$ cat src/rtl/kyber_decompress_stream.sv
// kyber_decompress_stream: two-stage elastic Kyber decompressor, round(3329*x/2^d); `DECOMP_CENTER_EN selects signed centered output
module kyber_decompress_stream #(
  parameter int N_COEF = 256,
  parameter int CNT_W  = 8,
  parameter int COEF_W = 16
) (
  input  logic              clk_i,
  input  logic              rst_i,
  input  logic [3:0]        d_i,
  input  logic              valid_i,
  input  logic [10:0]       data_i,
  output logic              ready_o,
  output logic              valid_o,
  output logic [COEF_W-1:0] data_o,
  output logic              last_o,
  input  logic              ready_i,
  output logic              err_o
);
  logic             s1_v_q, s1_last_q, s1_bad_q;
  logic [23:0]      s1_p_q;
  logic [3:0]       s1_d_q, d_q, dc;
  logic [CNT_W-1:0] cnt_q;
  logic             s2_free, in_fire, first, bad, cnt_last;
  logic [10:0]      xm;
  logic [23:0]      p, sum;
  logic [11:0]      r;
  logic [COEF_W-1:0] rc;
  assign s2_free  = !valid_o || ready_i;
  assign ready_o  = !s1_v_q || s2_free;
  assign in_fire  = valid_i && ready_o;
  assign first    = cnt_q == '0;
  assign cnt_last = cnt_q == CNT_W'(N_COEF - 1);
  // S1 datapath: the polynomial's d comes from d_i on its first coefficient, then from the latch
  always_comb begin
    dc  = first ? d_i : d_q;
    bad = dc == 4'd0 || dc > 4'd11;
    xm  = data_i & ~(11'h7ff << dc);
    p   = (24'(xm) << 11) + (24'(xm) << 10) + (24'(xm) << 8) + 24'(xm);
  end
  // S2 datapath: round-half-up division by 2^d, optionally folded into the signed range
  always_comb begin
    sum = s1_p_q + (24'd1 << (s1_d_q - 4'd1));
    r   = 12'(sum >> s1_d_q);
`ifdef DECOMP_CENTER_EN
    rc  = s1_bad_q ? '0 : r > 12'd1664 ? COEF_W'(r) - COEF_W'(3329) : COEF_W'(r);
`else
    rc  = s1_bad_q ? '0 : COEF_W'(r);
`endif
  end
  // Input side: framing counter, d latch, sticky error and the S1 register
  always_ff @(posedge clk_i) begin
    if (rst_i) begin
      cnt_q     <= '0;
      d_q       <= '0;
      err_o     <= 1'b0;
      s1_v_q    <= 1'b0;
      s1_p_q    <= '0;
      s1_d_q    <= '0;
      s1_last_q <= 1'b0;
      s1_bad_q  <= 1'b0;
    end else if (in_fire) begin
      cnt_q     <= cnt_last ? '0 : cnt_q + 1'b1;
      d_q       <= dc;
      err_o     <= err_o || (first && bad);
      s1_v_q    <= 1'b1;
      s1_p_q    <= p;
      s1_d_q    <= dc;
      s1_last_q <= cnt_last;
      s1_bad_q  <= bad;
    end else if (s2_free) begin
      s1_v_q    <= 1'b0;
    end
  end
  // Output register: refills whenever it is empty or being drained
  always_ff @(posedge clk_i) begin
    if (rst_i) begin
      valid_o <= 1'b0;
      data_o  <= '0;
      last_o  <= 1'b0;
    end else if (s2_free) begin
      valid_o <= s1_v_q;
      if (s1_v_q) begin
        data_o <= rc;
        last_o <= s1_last_q;
      end
    end
  end
endmodule

$ cat config.mk
export PLATFORM = sky130hd
export DESIGN_NAME = kyber_decompress_stream
export DESIGN_NICKNAME = d
export VERILOG_FILES = /design/src/rtl/kyber_decompress_stream.sv
export SDC_FILE = /design/constraint.sdc
export NUM_CORES = 1
export LEC_CHECK = 0
export CAP_MARGIN = 5
export CORE_UTILIZATION = 46
export CTS_CLUSTER_DIAMETER = 50
export DETAILED_ROUTE_END_ITERATION = 6
export HOLD_SLACK_MARGIN = 0.15
export PLACE_DENSITY = 0.69
export SKIP_CTS_REPAIR_TIMING = 1
export SLEW_MARGIN = 25
export SYNTH_ARGS = -nofsm -noshare
export SYNTH_HDL_FRONTEND = slang
export SYNTH_SLANG_ARGS = --single-unit
$ cat constraint.sdc
create_clock -name clk_i -period 12.96 [get_ports clk_i]
set_input_delay 2.592 -clock clk_i [delete_from_list [all_inputs] [get_ports clk_i]]
set_output_delay 2.592 -clock clk_i [all_outputs]
set_load 0.01 [all_outputs]
======== Yosys cells after proc, flatten, opt, wreduce, memory -nomap -nowiden ========
Index checks and enable logic that the tools add are counted.
operators by class
  $add $sub $neg .......................... 6
  $lt $le $gt $ge ......................... 1
  eq/ne operators ......................... 1
  shifts and indexed selects .............. 3
  muxes and demuxes ....................... 5
  bitwise logic cells ..................... 2
  reduce and logical (&&, ||, !) cells .... 12
operators by type and width
  operator                                                             count
  23-bit by 19-bit adder with 24-bit output                            1
  24-bit by 11-bit adder with 24-bit output                            1
  24-bit adder                                                         1
  1-bit by 4-bit << shifter with 24-bit output, first input constant   1
  24-bit by 4-bit right shift with 12-bit output                       1
  22-bit by 21-bit adder with 23-bit output                            1
  12-bit 2-to-1 mux                                                    1
  11-bit bitwise AND                                                   1
  11-bit NOT                                                           1
  11-bit by 4-bit << shifter with 11-bit output, first input constant  1
  8-bit by 1-bit adder with 8-bit output, second input constant        1
  8-bit equality test, second input constant                           1
  8-bit zero test                                                      1
  8-bit 2-to-1 mux                                                     1
  4-bit greater-than comparator, second input constant                 1
  4-bit zero test                                                      1
  1-bit logical OR                                                     4
  4-bit 2-to-1 mux                                                     1
  4-bit by 1-bit subtractor with 4-bit output, second input constant   1
  1-bit logical AND                                                    2
  1-bit zero test                                                      2
  1-bit 2-to-1 mux                                                     2
  2-bit AND reduction                                                  1
  2-bit nonzero test                                                   1
storage, ports and cells
  register bits ........................... 58
  bits of input ports ..................... 19
  output and inout bits ................... 20
  word-level logic and storage cells ...... 40

======== Logic depth before layout (Yosys ltp) ========
  depth after elaboration ................. 8
  mapped depth ............................ 19
  gate-level depth less buffers ........... 19

======== Worst setup path after synthesis ========
No wires, ideal clock.
  path kind ............................... in2reg
  from .................................... in d_i[3]
  to ...................................... reg s1_p_q[20]
  setup time .............................. 0.106 ns
  arrival time ............................ 6.077 ns
  path slack .............................. 6.777 ns
  stages on the path ...................... 14
  path buffers ............................ 0
  path through ............................ mux2_2 nand2b_1 o21ai_0 fa_1 inv_1 ha_1 a21o_1 a21oi_1 o21bai_1 a211o_1 a31oi_1 a21oi_1 or4b_2 o311ai_0
between the ends
  word-level cells in the longest chain between the ends .. 7
ends and longest elaborated chain
  element                                          RTL line  source
  from (decl)                                      9         input logic [3:0] d_i,
  4-bit 2-to-1 mux *                               35        dc = first ? d_i : d_q;
  11-bit by 4-bit << shifter with 11-bit output *  37        xm = data_i & ~(11'h7ff << dc);
  11-bit NOT *                                     37
  11-bit bitwise AND *                             37
  22-bit by 21-bit adder with 23-bit output        38        p = (24'(xm) << 11) + (24'(xm) << 10) + (24'(xm) << 8) + 24'(xm);
  23-bit by 19-bit adder with 24-bit output        38
  24-bit by 11-bit adder with 24-bit output *      38
  to (signal assigned)                             66        s1_p_q <= p;
  to (decl)                                        20        logic [23:0] s1_p_q;
Mark *: on every way between the ends. The rest lies on a longest branch, timed or not.
A chain may end at the register's enable or synchronous reset.

======== Worst setup path in the final report ========
Same ends and word-level chain as after synthesis.

==> flow_summary.ini <==
[job]
drv_cap = 0

[global_route]
grt_pass1_vias = 5259
grt_first_pass_wirelength_um = 26900
track_usage_pct = 27.4
grt-ovfl-total = 0
antenna_found_initial = 0
grt_max_degree = 48

[synth]
postSynthAreaPerCell_um2 = 7.48
yosys_warnings = 0
yosysMostFrequentCell = nand2_1
synth_area_leaders = dfxtp_1 19%, ha_1 8.2%, nand2_1 6.6%, a21oi_1 6.0%, nor2_1 5.0%
synth.cell_area_um2 = 5460
synth_cell_types = 72
async_flop_share_pct = 0
synthFlopType = dfxtp_1
ys_seq_area_share_pct = 19.4
syn_inst = 730
synth_edf_count = 0
synth_top_area_cell = dfxtp_1
synthTopCellsByCount = 96 x nand2_1, 73 x nor2_1, 65 x a21oi_1, 53 x dfxtp_1, 39 x inv_1
ys_seq_elements = 53
yosysTopAreaCellShare_pct = 19.4

[setup_path]
path_cells = clkdlybuf4s50_1, mux2_2, nand2b_1, o21ai_0, fa_1, inv_1, ha_1, a21o_1, a21oi_1, o21bai_1, a211o_1, a31oi_1, a21oi_1, or4b_2, o311ai_0
cp-startpoint = d_i[3]
path_common_cell = a21oi_1
end_kind = flop
start_kind = input pin
r2r_start = d_q[2]
critical_path_buf_inv_count = 2
critPathKind = in -> reg
crit_slowest_cell = o21ai_0
cp_top_family = compound AO/OA/AOI/OAI gates
max_stage_delay_ns = 0.65
r2r_cells = 13
reg2reg_to = data_o[0]
crit_end = s1_p_q[20]
cp.arrival_ns = 6.91
cp_max_fo = 13
cp.required_ns = 13.16
path_depth = 15
rrSetupSlack_ns = 7.42

[timing]
drv_slew = 0
fmax_ghz = 0.149
min_period_ns = 6.71
finalSetupTns_ns = 0
worst_clock_skew_ns = 0.00679
finalCritPeriodShare_pct = 51.8
relSlewSlack_pct = 28.5
setup_viol = 0
timing.final.hold_violations = 0
rsz0062_at_grt = no
worst-slew-pin-transition_ns = 1.07

[pwr]
pwr-share-clk_pct = 25.4
leakage_nw = 2.50
p_int_w = 0.000384
ir_worst_vdd_uv = 58.3
net-switching-power_w = 0.000243
seqPwrFrac_pct = 31.2
power_density_nw_per_um2 = 104
comb_power_share_pct = 43.4
power.share.switching_pct = 38.7

[clocking]
cts-root-buf = clkbuf_16
cts_max_level = 2
cts.sinks = 53
path_clk_slew_ns = 0.07
numCtsBuffers = 5
cts_tree = built
clockBufferDepth = 2
clock_latency_ns = 0.30

[placement]
placed_cells = 869
dp_hpwl_um = 12600
io_buffers = 34
routabilityCongestion = 0.960

[floorplan]
die_width_um = 111
row_count = 39
core_um2 = 11500
start_util_pct = 47.4
pin_count = 39
die_h_um = 111
dieArea_um2 = 12300

[status]
violations = DRC
status = finished with violations

[finish]
nets = 799
fin_cells = 877
n_fill_cell = 1136
n_antenna_cell = 0
syn_to_final_growth_pct = 10.1
utilization_pct = 52.2
drive_gt1_share_pct = 5.72

[route]
final_antenna_net_count = 0
dr_total_vias = 5548
drc = 5
drt_first_pass_iters = 7
drtIter0Drc = 458
via_per_inst = 6.33
wl_um = 16500
routedWlPerCell_um = 18.8

[min_path]
min_path_type = reg -> reg
-- cell families after synthesis --
logic type               after synthesis  share of synthesized area, %
XOR/XNOR                              32                          5.13
adder cells (fa/ha/maj)               47                          12.3
multiplexers                          26                          6.37
AND/OR/NAND/NOR                      264                          22.0
other                                  1                        0.0686
AO/OA/AOI/OAI                        220                          28.4
flip-flops                            53                          19.4
buffers and inverters                 87                          6.32
-- worst min-delay path by stage --
stage / startpoint / end / slack, ns / cells past startpoint
after floorplan: s1_last_q / s1_last_q / 0.44 / 2
after global placement: data_o[10] / data_o[10] / 0.45 / 2
after detailed placement: s1_last_q / s1_last_q / 0.45 / 2
after CTS: s1_last_q / s1_last_q / 0.46 / 2
after global routing: s1_last_q / s1_last_q / 0.47 / 2
final: data_o[10] / data_o[10] / 0.46 / 2
-- worst register-to-register path: stages, from the launching register on --
cell and delay (ns):
dfxtp_1 1.03, inv_1 0.66, nand2_1 0.43, nor2_1 0.08, ha_1 0.23, fa_1 0.42
a21o_2 0.23, a221oi_1 0.51, o21ai_0 0.28, xnor2_1 0.39, mux2_2 0.28, a211oi_1 0.09
or4_1 0.54, a32o_1 0.25
-- layer usage --
metal,track usage (%),up-vias,share of wire (%)
met5,0,-,0
met4,13.0,0,4.2
met3,5.30,52,7.0
met2,44.6,241,46
met1,34.7,2596,43
li1,-,2659,-
-- power groups by stage --
stage	clock network (W)	logic, W	registers, W
final	0.000159	0.000272	0.000196
after floorplan	0	0.000205	0.000191
after detailed placement	0	0.000265	0.000199
after CTS	0.000164	0.000267	0.000195
after global placement	0	0.000262	0.000198
after global routing	0.000171	0.000299	0.000198
-- registers in the layout, summed over array words and instances (netlist names) --
name	cells
s1_p_q	23
data_o	12
cnt_q	8
d_q	4
err_o	1
last_o	1
s1_bad_q	1
s1_last_q	1
s1_v_q	1
valid_o	1
-- cell type report --
type,instances,area [µm²],area share (%)
Clock inverter,2,37.5,0.624
Inverter,41,154,2.56
Clock buffer,6,139,2.31
Multi-Input combinational cell,593,4070,67.6
Tap cell,143,179,2.97
Timing Repair Buffer,39,378,6.28
Sequential cell,53,1060,17.6
-- cell usage in the layout (no fill, tap or decap), types with 5 or more instances in the layout --
cell,instances
a211o_1,6
a211oi_1,12
a21o_1,14
a21oi_1,65
a311oi_1,7
a31oi_1,7
a32o_1,6
and2_1,10
and3_1,11
buf_4,5
clkbuf_16,5
clkdlybuf4s50_1,34
dfxtp_1,53
fa_1,11
ha_1,36
inv_1,39
mux2_2,6
mux2i_1,13
mux4_2,6
nand2_1,96
nand2b_1,5
nand3_1,19
nand4_1,9
nor2_1,73
nor2b_1,5
nor3_1,15
o211ai_1,13
o21a_1,7
o21ai_0,26
or3_1,5
xnor2_1,18
xor2_1,14
-- stage by stage --
stage               cell area (µm²)  power, W  worst slack [ns]  hold slack [ns]
finish                         6020  0.000627              6.25            0.457
global route                   6020  0.000669              6.04            0.471
CTS                            6020  0.000626              6.24            0.459
detailed placement             5840  0.000464              5.92            0.449
global placement               5840  0.000460              6.07            0.445
floorplan                      5480  0.000396              6.78            0.436
Note: power is estimated with default switching activity, not from simulation.
